--- src/rtl/can_frame_decoder.sv ---
// Decodes an unstuffed CAN 2.0A standard frame from the receiver snapshot, one bit per clock.
// Optional acceptance filtering on the identifier is enabled by defining CAN_ID_FILTER_EN.
module can_frame_decoder #(
   parameter logic [10:0] ACC_ID   = 11'h000,
   parameter logic [10:0] ACC_MASK = 11'h000
) (
   input  logic          sys_clk,
   input  logic          rst,
   input  logic [128:1]  rx_message,
   input  logic          RXOK,
   output logic [10:0]   rx_id,
   output logic          rx_rtr,
   output logic [3:0]    rx_dlc,
   output logic [63:0]   rx_data,
   output logic          frame_valid,
   output logic          crc_err,
   output logic          form_err,
   output logic          overrun,
   output logic          busy
);

   // state | meaning
   // IDLE  | waiting for an RXOK rising edge
   // HDR   | SOF, ID, RTR, IDE, r0, DLC (19 bits)
   // DATA  | 8*n data bits, written top-down into the data word
   // CRC   | 15 received CRC bits, accumulation stopped
   // TAIL  | CRC delimiter, ACK slot, ACK delimiter, EOF (10 bits)
   // DONE  | result pulses, publish decoded fields
   typedef enum logic [2:0] {IDLE, HDR, DATA, CRC, TAIL, DONE} state_t;

   state_t       state;
   logic [127:0] sr;
   logic [6:0]   cnt;
   logic [5:0]   data_last;
   logic [14:0]  crc_acc;
   logic [14:0]  crc_rx;
   logic         form_bad;
   logic [10:0]  id_w;
   logic         rtr_w;
   logic [3:0]   dlc_w;
   logic [63:0]  data_w;
   logic         rxok_d;

   logic        bit_in;
   logic        rxok_rise;
   logic        crc_nxt;
   logic [14:0] crc_upd;
   logic [3:0]  dlc_new;
   logic [2:0]  n_m1;
   logic        go_data;
   logic        crc_bad;
   logic        frame_ok;
   logic        id_match;

   assign bit_in    = sr[127];
   assign rxok_rise = RXOK & ~rxok_d;
   assign crc_nxt   = bit_in ^ crc_acc[14];
   assign crc_upd   = {crc_acc[13:0], 1'b0} ^ (crc_nxt ? 15'h4599 : 15'h0000);
   assign dlc_new   = {dlc_w[2:0], bit_in};
   // DLC above 8 still means eight bytes on the wire
   assign n_m1      = dlc_new[3] ? 3'd7 : (dlc_new[2:0] - 3'd1);
   assign go_data   = ~rtr_w & (dlc_new != 4'd0);
   assign crc_bad   = (crc_acc != crc_rx);
   assign frame_ok  = ~crc_bad & ~form_bad;
   assign busy      = (state != IDLE);

`ifdef CAN_ID_FILTER_EN
   assign id_match  = (((id_w ^ ACC_ID) & ACC_MASK) == 11'h000);
`else
   assign id_match  = 1'b1;
`endif

   always_ff @(posedge sys_clk) begin
      if (rst) begin
         state       <= IDLE;
         sr          <= '0;
         cnt         <= '0;
         data_last   <= '0;
         crc_acc     <= '0;
         crc_rx      <= '0;
         form_bad    <= 1'b0;
         id_w        <= '0;
         rtr_w       <= 1'b0;
         dlc_w       <= '0;
         data_w      <= '0;
         rxok_d      <= 1'b1;
         rx_id       <= '0;
         rx_rtr      <= 1'b0;
         rx_dlc      <= '0;
         rx_data     <= '0;
         frame_valid <= 1'b0;
         crc_err     <= 1'b0;
         form_err    <= 1'b0;
         overrun     <= 1'b0;
      end else begin
         rxok_d      <= RXOK;
         frame_valid <= 1'b0;
         crc_err     <= 1'b0;
         form_err    <= 1'b0;
         overrun     <= 1'b0;
         sr          <= {sr[126:0], 1'b0};

         case (state)
            HDR: begin
               crc_acc <= crc_upd;
               cnt     <= cnt + 7'd1;
               if (cnt == 7'd0 || cnt == 7'd13)
                  form_bad <= form_bad | bit_in;
               else if (cnt >= 7'd1 && cnt <= 7'd11)
                  id_w <= {id_w[9:0], bit_in};
               else if (cnt == 7'd12)
                  rtr_w <= bit_in;
               else if (cnt >= 7'd15)
                  dlc_w <= dlc_new;
               if (cnt == 7'd18) begin
                  cnt       <= '0;
                  data_last <= {n_m1, 3'b111};
                  state     <= go_data ? DATA : CRC;
               end
            end
            DATA: begin
               crc_acc                      <= crc_upd;
               cnt                          <= cnt + 7'd1;
               data_w[6'd63 - cnt[5:0]]     <= bit_in;
               if (cnt[5:0] == data_last) begin
                  cnt   <= '0;
                  state <= CRC;
               end
            end
            CRC: begin
               crc_rx <= {crc_rx[13:0], bit_in};
               cnt    <= cnt + 7'd1;
               if (cnt == 7'd14) begin
                  cnt   <= '0;
                  state <= TAIL;
               end
            end
            TAIL: begin
               cnt <= cnt + 7'd1;
               // bit 1 is the ACK slot, which any value may occupy
               if (cnt != 7'd1)
                  form_bad <= form_bad | ~bit_in;
               if (cnt == 7'd9) begin
                  cnt   <= '0;
                  state <= DONE;
               end
            end
            DONE: begin
               frame_valid <= frame_ok & id_match;
               crc_err     <= crc_bad;
               form_err    <= form_bad;
               if (~frame_ok | id_match) begin
                  rx_id   <= id_w;
                  rx_rtr  <= rtr_w;
                  rx_dlc  <= dlc_w;
                  rx_data <= data_w;
               end
               state <= IDLE;
            end
            default: ;
         endcase

         if (rxok_rise) begin
            if (state == IDLE || state == DONE) begin
               sr       <= rx_message;
               state    <= HDR;
               cnt      <= '0;
               crc_acc  <= '0;
               crc_rx   <= '0;
               form_bad <= 1'b0;
               id_w     <= '0;
               rtr_w    <= 1'b0;
               dlc_w    <= '0;
               data_w   <= '0;
            end else begin
               overrun <= 1'b1;
            end
         end
      end
   end

endmodule

--- config.mk ---
export PLATFORM = sky130hd
export DESIGN_NAME = can_frame_decoder
export DESIGN_NICKNAME = d
export VERILOG_FILES = /design/src/rtl/can_frame_decoder.sv
export SDC_FILE = /design/constraint.sdc
export NUM_CORES = 1
export LEC_CHECK = 0
export ABC_AREA = 1
export ABC_CLOCK_PERIOD_IN_PS = 1800
export CAP_MARGIN = 30
export CORE_MARGIN = 2
export CORE_UTILIZATION = 30
export CTS_BUF_LIST = sky130_fd_sc_hd__clkbuf_16
export CTS_CLUSTER_DIAMETER = 150
export DETAILED_ROUTE_END_ITERATION = 8
export GPL_ROUTABILITY_DRIVEN = 1
export PLACE_DENSITY = 0.53
export SLEW_MARGIN = 0
export SYNTH_ARGS = -nofsm -noshare
export SYNTH_HDL_FRONTEND = slang
export SYNTH_SLANG_ARGS = --single-unit
--- constraint.sdc ---
create_clock -name sys_clk -period 1.8 [get_ports sys_clk]
set_clock_uncertainty 0.1 [all_clocks]
set_input_delay 0.18 -clock sys_clk [delete_from_list [all_inputs] [get_ports sys_clk]]
set_output_delay 0.18 -clock sys_clk [all_outputs]
set_load 0.01 [all_outputs]
==> Flow_metrics.wiki <==
{| class="wikitable"
! Metric !! Value
|-
| Syn avg cell area || 7.58 sq um
|-
| Total clock buffers created by CTS || 40
|-
| Switching share of total power || 22.7%
|-
| CTS tree || built
|-
| Die span in y || 210 um
|-
| Worst setup path category || register to output pin
|-
| Reg power frac || 48.0%
|-
| Min-delay src || rx_message[1]
|-
| Source of the worst register-to-register timing path || cnt[0]
|-
| Area added between synthesis and finish || 36.1%
|-
| Effective utilization at floorplan || 30.3%
|-
| Buffer cell driving the clock tree root || sky130_fd_sc_hd__clkbuf_16
|-
| Buffer depth of the longest clock path || 3
|-
| Fillcell total || 4,258
|-
| Initial antenna violation count || 1
|-
| Count of final max-slew check failures || 0
|-
| Number of cells traversed by the worst hold path || 3
|-
| Post-route setup slack || 0.0457 ns
|-
| Insertion delay to the later sink of the worst-skew pair || 0.54 ns
|-
| Async set-or-reset flop fraction in the synthesized netlist || 0%
|-
| FF+latch count, synth || 338
|-
| Primary flip-flop cell chosen by synthesis mapping || sky130_fd_sc_hd__dfxtp_1
|-
| HPWL reported at the end of detailed placement || 24.4 mm
|-
| Nets@finish || 2,052
|-
| Endpoint class of the critical path || output pin
|-
| Class of the worst hold path || input pin to register
|-
| CP Launch Type || register
|-
| Total congestion overflow after global routing || 0
|-
| Number of warnings issued by yosys || 0
|-
| DRC Markers || 0
|-
| Worst Setup Slack post-DPL || -0.129 ns
|-
| Clock network fraction of design power || 45.6%
|-
| Total number of placement rows || 75
|-
| Synth area leaders || sky130_fd_sc_hd__dfxtp_1 (53%), sky130_fd_sc_hd__nor2_1 (12%), sky130_fd_sc_hd__o21ai_0 (7.3%), sky130_fd_sc_hd__nand2_1 (7.3%), sky130_fd_sc_hd__nor3_1 (4.1%)
|-
| Vias in the first global route || 11,200
|-
| Buffering stage count on the worst path with inverters included || 1
|-
| Final GP Congestion || 0.836
|-
| Switching power summed over all nets || 3.63 mW
|-
| Ratio of final minimum period to clock period || 97.5%
|-
| Total global-route track usage || 16.6%
|-
| Final setup viols || 0
|-
| Nets in the synthesized netlist || 1,808
|-
| Slowest stage cell, crit path || sky130_fd_sc_hd__clkdlybuf4s50_1
|-
| Leak Pwr || 7.31 nW
|-
| Final wirelength || 37.5 mm
|-
| Area of the die || 43,900 sq um
|-
| Cell type group with the largest total delay on the critical path || buffers and inverters
|-
| Total power after layout || 16.0 mW
|-
| Crit path DAT || 1.47 ns
|-
| Overall die width || 210 um
|-
| Combinational share of power || 6.4%
|-
| I/O pin count || 216
|-
| Cell count after synthesis || 1,672
|-
| Power per Cell Area || 928 nW/um^2
|-
| Maximum fanout along the worst path || 2
|-
| Number of diodes || 0
|-
| Transition at the pin with the smallest max-transition slack || 0.712 ns
|-
| Worst Hold Endpoint || sr[0]
|-
| Sequential-to-total area share from yosys stat || 53.4%
|-
| Cell chain of the critical path || clkdlybuf4s50_1
|-
| Reg-to-reg setup timing slack || 0.09 ns
|-
| Core region area || 41,900 sq um
|-
| Post-DR vias/cell || 4.61
|-
| Result of the run || complete, no violations
|-
| Final min period || 1.75 ns
|-
| Area fraction of the dominant cell type after synthesis || 53.4%
|-
| Internal power of the cells || 12.4 mW
|-
| Worst relative slew slack || 52.5%
|-
| Req. time, crit path || 1.52 ns
|-
| Maximum VDD drop || 444 uV
|-
| Number of synthesized flops with an enable pin || 0
|-
| Detailed router's first-iteration violation count || 722
|-
| Number of hold-slack violations in the final timing report || 0
|-
| RSZ-0062 raised after global routing || true
|-
| Proportion of layout cells with a drive suffix above 1 || 9.96%
|-
| Routed Antenna Nets || 0
|-
| Post-synth cell types || 28
|-
| Vias post-DR || 11,400
|-
| Number of hold buffers added after CTS || 0
|-
| Cell type contributing the most total cell area after synthesis || sky130_fd_sc_hd__dfxtp_1
|-
| Post-synthesis cell area || 12,700 sq um
|-
| Pre-Repair DR Iteration Count || 7
|-
| Depth of the worst register-to-register path || 10
|-
| Global-route wire length before repair || 59.3 mm
|-
| Pin count of the biggest net entering global routing || 89
|-
| Upper clock frequency limit || 0.570 GHz
|-
| Buffers on Ports || 215
|-
| Max-cap violations || 0
|-
| Clk pin slew, worst setup/hold paths || 0.06 ns
|-
| Average routed wire per standard cell || 15.1 um
|-
| Level count of the clock H-tree || 2
|-
| TritonCTS Sinks || 338
|-
| CP peak stage delay || 0.57 ns
|-
| End of the worst register-to-register path || id_w[0]
|}
cells by family after synthesis:
group	synth area share, %
buffers and inverters	5.38
AOI/OAI and AO/OA	11.2
DFF	53.4
and+or+nand+nor	27.8
adders and majority gates	0.494
xor gates and xnor gates	1.73
worst max-delay path by stage:
| stage | startpoint | end | depth (start not counted) |
|---|---|---|---|
| global placement | state[1] | data_w[16] | 6 |
| detailed placement | RXOK | data_w[49] | 9 |
| floorplan | cnt[0] | id_w[2] | 11 |
| global route | cnt[1] | id_w[4] | 12 |
| CTS | state[0] | sr[74] | 10 |
| finish | rx_data[38] | rx_data[38] | 1 |
power by group through the flow:
stage | Sequential (mW) | Clock [mW] | Combinational (mW)
detailed placement | 7.85 | 0 | 0.979
floorplan | 7.84 | 0 | 0.481
CTS | 7.69 | 7.57 | 0.995
global placement | 7.85 | 0 | 0.969
global route | 7.70 | 7.86 | 1.13
finish | 7.69 | 7.30 | 1.02
worst reg2reg max path: cells and delay by family, from the launching register on:
| kind | cells | cell delay [ns] |
|---|---|---|
| adder cells (fa/ha/maj) | 1 | 0.23 |
| buffers and inverters | 3 | 0.40 |
| flip-flops | 1 | 0.33 |
| AND/OR/NAND/NOR | 6 | 0.58 |
sequential cells by signal, summed over array words and instances (netlist names), 7 cells and up:
| signal | flops |
|---|---|
| sr | 128 |
| cnt | 7 |
| data_w | 64 |
| id_w | 11 |
| crc_acc | 15 |
| crc_rx | 15 |
| rx_id | 11 |
| rx_data | 64 |
per-layer routing:
metal / global-route usage (%) / share of wire, % / up-vias / routed length [um]
li1: - / - / 5926 / -
met1: 22.3 / 48 / 5158 / 18100
met2: 26.5 / 44 / 279 / 16400
met3: 3.70 / 5.5 / 66 / 2050
met4: 5.72 / 2.6 / 2 / 964
met5: 0 / 0.035 / - / 13
layout by cell type (no fill, tap or decap), types with 2 or more instances in the layout:
| master | count |
|---|---|
| sky130_fd_sc_hd__nand3_1 | 84 |
| sky130_fd_sc_hd__clkbuf_16 | 43 |
| sky130_fd_sc_hd__nor2_2 | 10 |
| sky130_fd_sc_hd__clkinvlp_4 | 2 |
| sky130_fd_sc_hd__xnor2_1 | 4 |
| sky130_fd_sc_hd__dfxtp_2 | 7 |
| sky130_fd_sc_hd__buf_6 | 2 |
| sky130_fd_sc_hd__ha_1 | 4 |
| sky130_fd_sc_hd__nand2_1 | 244 |
| sky130_fd_sc_hd__inv_1 | 46 |
| sky130_fd_sc_hd__clkdlybuf4s50_1 | 213 |
| sky130_fd_sc_hd__a21oi_1 | 86 |
| sky130_fd_sc_hd__nor2_1 | 409 |
| sky130_fd_sc_hd__o21ai_0 | 184 |
| sky130_fd_sc_hd__buf_12 | 18 |
| sky130_fd_sc_hd__dfxtp_1 | 331 |
| sky130_fd_sc_hd__clkinv_1 | 5 |
| sky130_fd_sc_hd__a31oi_1 | 4 |
| sky130_fd_sc_hd__buf_4 | 71 |
| sky130_fd_sc_hd__nor2_4 | 3 |
| sky130_fd_sc_hd__inv_6 | 2 |
| sky130_fd_sc_hd__nor3_1 | 100 |
| sky130_fd_sc_hd__inv_4 | 2 |
| sky130_fd_sc_hd__a211oi_1 | 2 |
| sky130_fd_sc_hd__nor3_2 | 5 |
| sky130_fd_sc_hd__nand4_1 | 2 |
| sky130_fd_sc_hd__xor2_1 | 20 |
| sky130_fd_sc_hd__nand2_2 | 8 |
| sky130_fd_sc_hd__clkinv_2 | 8 |
| sky130_fd_sc_hd__o21ai_1 | 3 |
| sky130_fd_sc_hd__inv_2 | 7 |
synthesized netlist by cell type, types with 2 or more instances:
cell type                  number
sky130_fd_sc_hd__nand3_1       84
sky130_fd_sc_hd__inv_1         40
sky130_fd_sc_hd__nor2_2         3
sky130_fd_sc_hd__buf_4         15
sky130_fd_sc_hd__a211oi_1       2
sky130_fd_sc_hd__o21ai_0      186
sky130_fd_sc_hd__a21oi_1       86
sky130_fd_sc_hd__buf_2         23
sky130_fd_sc_hd__dfxtp_1      338
sky130_fd_sc_hd__clkbuf_1      59
sky130_fd_sc_hd__inv_2          8
sky130_fd_sc_hd__buf_1          8
sky130_fd_sc_hd__nand2_2        5
sky130_fd_sc_hd__nand2_1      247
sky130_fd_sc_hd__nor2_1       418
sky130_fd_sc_hd__nor3_1       105
sky130_fd_sc_hd__a31oi_1        4
sky130_fd_sc_hd__xor2_1        20
sky130_fd_sc_hd__nand4_1        2
sky130_fd_sc_hd__clkinv_1       3
sky130_fd_sc_hd__ha_1           5
sky130_fd_sc_hd__xnor2_1        5
repair_timing:
action | 4_1_cts | 5_1_grt
buffers inserted | 1 | 1
endpoints found under the setup margin | 45 | 205
gates cloned | 0 | 3
pin swaps | 1 | 2
resized for setup | 15 | 33
area by class of cell:
class,instances,area (sq um),share of cell area (%)
Tap cell,539,674,3.91
Inverter,51,211,1.23
Clock buffer,41,1030,5.95
Timing Repair Buffer,308,3130,18.2
Sequential cell,338,6780,39.3
Clock inverter,23,133,0.769
Multi-Input combinational cell,1177,5300,30.7
through the flow:
step	setup TNS (ns)	util [%]	area (sq um)	hold slack, ns	instances
floorplan	0	-	12700	0.149	1672
global placement	-3.85	38.0	15900	0.299	2408
global route	-0.145	41.2	17300	0.0780	2477
detailed placement	-7.30	38.0	15900	0.305	2408
finish	0	41.2	17300	0.0853	2477
CTS	-0.0121	40.8	17100	0.0578	2473
(Power assumes the default switching activity.)
